### config.mk
export PLATFORM = sky130hd
export DESIGN_NAME = timer_counter_n
export DESIGN_NICKNAME = d
export VERILOG_FILES = /design/src/rtl/timer_counter_n.sv
export SDC_FILE = /design/constraint.sdc
export NUM_CORES = 1
export LEC_CHECK = 0
export CAP_MARGIN = 10
export CORE_UTILIZATION = 35
export CTS_BUF_LIST = sky130_fd_sc_hd__clkbuf_4 sky130_fd_sc_hd__clkbuf_8 sky130_fd_sc_hd__clkbuf_16
export DETAILED_ROUTE_END_ITERATION = 6
export PLACE_DENSITY = 0.82
export SYNTH_ARGS = -nofsm -noshare
export SYNTH_HDL_FRONTEND = slang
export SYNTH_SLANG_ARGS = --single-unit
### constraint.sdc
create_clock -name sysClock -period 1.3 [get_ports sysClock]
set_clock_uncertainty 0.15 [all_clocks]
set_input_delay 0.13 -clock sysClock [delete_from_list [all_inputs] [get_ports sysClock]]
set_output_delay 0.13 -clock sysClock [all_outputs]
set_load 0.005 [all_outputs]
### src/rtl/timer_counter_n.sv
// WIDTH-bit timer/counter with Normal/CTC modes, TOV/OCF flags and optional fast PWM.
// Define TIMER_PWM_EN to enable fast PWM in mode 2'b10 with a buffered compare register.
module timer_counter_n #(
  parameter int unsigned WIDTH     = 8,
  parameter int unsigned OCR_RESET = 0
) (
  input  logic             sysClock,
  input  logic             reset,
  input  logic             count_tick,
  input  logic [1:0]       mode,
  input  logic [WIDTH-1:0] TCNT_data,
  input  logic             TCNT_write_enable,
  input  logic [WIDTH-1:0] OCR_data,
  input  logic             OCR_write_enable,
  input  logic [1:0]       flag_clear,
  output logic [WIDTH-1:0] TCNT_output,
  output logic [WIDTH-1:0] OCR_output,
  output logic [7:0]       TIFR_output,
  output logic             TIFR_write_enable,
  output logic             OC_out
);

  typedef enum logic [1:0] {
    MODE_NORMAL = 2'b00,
    MODE_CTC    = 2'b01,
    MODE_PWM    = 2'b10,
    MODE_RSVD   = 2'b11
  } mode_e;

  localparam logic [WIDTH-1:0] OCR_INIT = WIDTH'(OCR_RESET);
  localparam logic [WIDTH-1:0] CNT_MAX  = '1;

  mode_e mode_w;
  assign mode_w = mode_e'(mode);

  logic [WIDTH-1:0] tcnt_q, tcnt_d;
  logic [WIDTH-1:0] ocr_act_q, ocr_act_d;
  logic             tov_q, tov_d;
  logic             ocf_q, ocf_d;
  logic             twe_q, twe_d;
  logic             oc_q, oc_d;

  logic             is_ctc;
  logic             evt_match;
  logic             evt_top;
  logic             set_tov;
  logic             set_ocf;

`ifdef TIMER_PWM_EN
  logic [WIDTH-1:0] ocr_buf_q, ocr_buf_d;
  logic             pwm_q, pwm_d;
  logic             is_pwm;
`endif

  // Events are qualified by the tick and suppressed on a preload cycle.
  always_comb begin
    is_ctc    = (mode_w == MODE_CTC);
    evt_match = count_tick & ~TCNT_write_enable & (tcnt_q == ocr_act_q);
    evt_top   = count_tick & ~TCNT_write_enable & (tcnt_q == CNT_MAX);
    set_tov   = evt_top;
    set_ocf   = evt_match;

    tcnt_d = tcnt_q;
    if (TCNT_write_enable) begin
      tcnt_d = TCNT_data;
    end else if (count_tick) begin
      if (is_ctc && evt_match) begin
        tcnt_d = '0;
      end else begin
        tcnt_d = tcnt_q + WIDTH'(1);
      end
    end

    tov_d = set_tov | (tov_q & ~flag_clear[0]);
    ocf_d = set_ocf | (ocf_q & ~flag_clear[1]);
    twe_d = set_tov | set_ocf;
  end

`ifdef TIMER_PWM_EN
  // In PWM the active compare only changes at Top, or when PWM is left.
  always_comb begin
    is_pwm    = (mode_w == MODE_PWM);
    pwm_d     = is_pwm;
    ocr_act_d = ocr_act_q;
    ocr_buf_d = ocr_buf_q;
    oc_d      = oc_q;
    if (is_pwm) begin
      if (OCR_write_enable) ocr_buf_d = OCR_data;
      if (evt_top) ocr_act_d = ocr_buf_q;
      if (evt_top) begin
        oc_d = 1'b1;
      end else if (evt_match) begin
        oc_d = 1'b0;
      end
    end else begin
      oc_d = 1'b0;
      if (pwm_q) ocr_act_d = ocr_buf_q;
      if (OCR_write_enable) begin
        ocr_act_d = OCR_data;
        ocr_buf_d = OCR_data;
      end
    end
  end
`else
  always_comb begin
    ocr_act_d = ocr_act_q;
    oc_d      = 1'b0;
    if (OCR_write_enable) ocr_act_d = OCR_data;
  end
`endif

  always_ff @(posedge sysClock) begin
    if (reset) begin
      tcnt_q    <= '0;
      ocr_act_q <= OCR_INIT;
      tov_q     <= 1'b0;
      ocf_q     <= 1'b0;
      twe_q     <= 1'b0;
      oc_q      <= 1'b0;
    end else begin
      tcnt_q    <= tcnt_d;
      ocr_act_q <= ocr_act_d;
      tov_q     <= tov_d;
      ocf_q     <= ocf_d;
      twe_q     <= twe_d;
      oc_q      <= oc_d;
    end
  end

`ifdef TIMER_PWM_EN
  always_ff @(posedge sysClock) begin
    if (reset) begin
      ocr_buf_q <= OCR_INIT;
      pwm_q     <= 1'b0;
    end else begin
      ocr_buf_q <= ocr_buf_d;
      pwm_q     <= pwm_d;
    end
  end
`endif

  assign TCNT_output       = tcnt_q;
  assign OCR_output        = ocr_act_q;
  assign TIFR_output       = {6'b0, ocf_q, tov_q};
  assign TIFR_write_enable = twe_q;
  assign OC_out            = oc_q;

endmodule

==> results.py <==
metrics = {
    "layout": {
        "num-fill-cells": 220,
        "diodes": 0,
        "final_common_cell": "clkdlybuf4s50_1",
        "syn_to_final_growth_pct": 69.7,
        "final_nets": 205,
        "final_area_mm2": 0.00170,
        "layout_common_cells": "clkdlybuf4s50_1 (24), buf_4 (20), dfxtp_2 (18), nor2_1 (10), a21oi_1 (10)",
        "drive_above_1_share": 0.365,
        "instances_no_fill": 209,
        "post-route-util": 0.623,
    },
    "sta": {
        "fin_ws_ns": -0.301,
        "hold_viol_final": 0,
        "fin_crit_sh": 1.23,
        "max_freq_mhz": 625,
        "drv_slew": 0,
        "rsz0062_at_grt": "yes",
        "fin_crit_ns": 1.60,
        "finalSetupViolCount": 11,
    },
    "grt": {
        "antenna_found_initial": 0,
        "gr-total-overflow": 0,
        "grt_max_degree": 20,
        "grt_pass1_vias": 1140,
        "grt_usage": 0.206,
        "grt_pass1_wl_um": 5020,
    },
    "yosys": {
        "yosysWarnings": 0,
        "yosys.cell_types.count": 24,
        "postSynthAreaPerCell_um2": 8.80,
        "yosysTopAreaCellShare": 0.379,
        "synth_seq_cells": 19,
        "syn-instance-count": 114,
        "yosysTopAreaCell": "dfxtp_1",
        "synthTopCellsByArea": "dfxtp_1 (38%), mux2i_1 (8.0%), xor2_1 (7.9%)",
        "synth_area_mm2": 0.00100,
        "ys_seq_area_frac": 0.379,
    },
    "floorplan": {
        "io_pins": 51,
        "start_util": 0.367,
        "die_w_um": 55.5,
        "die_area_mm2": 0.00309,
        "core_mm2": 0.00273,
        "rows": 19,
        "die_h_um": 55.5,
    },
    "clock_tree": {
        "htree_levels": 1,
        "clk_pin_slew_ns": 0.11,
        "cts_tree": "yes",
        "cts.sinks": 19,
        "insertion_delay_ns": 0.31,
        "holdBufCountCts": 0,
        "cts_buffers": 3,
        "cts.path.max_buffers": 2,
        "cts-root-buf": "clkbuf_4",
    },
    "placed_design": {
        "dp_slack_ns": -0.374,
        "post-dp-hpwl_um": 2160,
        "dp_cells": 201,
        "gp_congestion": 0.830,
        "placed_area_mm2": 0.00159,
        "port_buffers": 43,
    },
    "pwr": {
        "ir_worst_vdd_uv": 531,
        "power_leakage_nw": 0.763,
        "power_density_mw_per_mm2": 820,
    },
    "worst_setup_path": {
        "r2r_end": "TCNT_output[7]",
        "critPathBufInv": 0,
        "cp.required_ns": 1.34,
        "slowest_delay_ns": 0.36,
        "crit_fanout": 8,
        "path_class": "reg2reg",
        "cp-startpoint": "OCR_output[4]",
        "cp.arrival_ns": 1.64,
        "rrSetupSlack_ns": -0.30,
        "crit_family": "compound AO/OA/AOI/OAI gates",
        "end_kind": "flop",
        "crit_path_start_kind": "flop",
        "reg2reg_from": "OCR_output[4]",
        "crit_path_top_delay_cell": "a41o_2",
        "worstRegToRegCells": 4,
        "crit_chain": "xor2_1 > nor4_2 > a41o_2 > o22ai_1",
    },
    "detailed_routing": {
        "vias": 1073,
        "drt_pre_antenna_iters": 4,
        "dr.first_iter.drc_count": 18,
        "drc": 0,
        "viasPerCell": 5.13,
        "drt-total-wl_um": 3080,
        "final_antenna_net_count": 0,
        "wire_per_inst_um": 14.7,
    },
    "run": {
        "max-cap-violations": 0,
    },
    "min_path": {
        "min_to": "OCR_output[2]",
        "hold_path_depth": 3,
        "hold_path.class": "in2reg",
        "min_from": "OCR_data[2]",
    },
    "status": {
        "status": "finished, violations left",
        "violations": "setup timing",
    },
}
-- routing by layer --
layer / up-vias / part of all wire / GRT usage
met5: - / 0 / 0
met4: 0 / 0.040 / 0.0893
met3: 12 / 0.083 / 0.0562
met2: 65 / 0.53 / 0.389
met1: 490 / 0.35 / 0.209
li1: 506 / - / -
-- state kept, by name, summed over array words and instances, names as in the netlist --
register	flops
OCR_output	8
TIFR_write_enable	1
ocf_q	1
tov_q	1
TCNT_output	8
-- final cells by class --
cell class | count | area (um2) | area share
clock buffer | 4 | 30.0 | 0.0176
inverter | 2 | 7.51 | 0.00441
multi-input combinational | 84 | 596 | 0.350
sequential | 19 | 403 | 0.237
tap | 31 | 38.8 | 0.0228
timing repair buffer | 69 | 628 | 0.369
-- through the flow --
step	hold slack (ns)	setup TNS [ns]	total power, mW
3_5_place_dp	0.330	-3.42	1.03
2_1_floorplan	0.127	-0.906	0.815
5_1_grt	0.285	-3.43	1.45
4_1_cts	0.287	-2.25	1.36
6_report	0.284	-2.61	1.40
3_3_place_gp	0.312	-2.65	1.01
-- tightest hold or removal path, delay by kind of cell --
family | cells | cell delay [ns]
multiplexers | 1 | 0.13
buffers and inverters | 1 | 0.40
AND/OR/NAND/NOR | 1 | 0.05
-- cell families (layout without fill, tap and decap cells) --
kind of cell,count (synthesis),in the layout,synth area share
simple gates,34,34,0.185
compound gates,20,20,0.118
flops,19,19,0.379
buf+inv,17,75,0.0997
xor+xnor,14,14,0.122
mux,8,8,0.0798
fa+ha+maj,1,1,0.0125
other cells,1,7,0.00374
-- synthesized netlist by cell type --
cell and instances:
a21oi_1 10, a22oi_1 1, a41o_2 1, and2_1 1, buf_2 2, buf_4 9, clkbuf_1 4, conb_1 1
dfxtp_1 19, ha_1 1, inv_1 2, mux2i_1 8, nand2_1 2, nand2b_1 3, nand3_1 4, nand4_1 1
nor2_1 11, nor2b_1 2, nor3_1 3, nor3b_1 6, nor4_2 1, o22ai_1 8, xnor2_1 5, xor2_1 9
-- how the worst max path moves through the flow --
stage	endpoint	depth (start not counted)	slack, ns
finish	TCNT_output[7]	4	-0.30
global placement	TCNT_output[2]	5	-0.31
global route	TCNT_output[2]	4	-0.36
CTS	TCNT_output[1]	4	-0.23
detailed placement	TCNT_output[7]	5	-0.37
floorplan	TCNT_output[2]	4	-0.13
-- what timing repair did --
item | in CTS | in global routing
pin swaps | 7 | 8
resized for setup | 50 | 25
buffers inserted | 2 | 5
endpoints found under the setup margin | 30 | 24
gates cloned | 0 | 0
-- report_power, final --
group | internal [mW] | switching [mW]
logic | 0.239 | 0.165
registers | 0.621 | 0.0273
clock network | 0.140 | 0.204
Note: power is estimated with default switching activity, not from simulation.
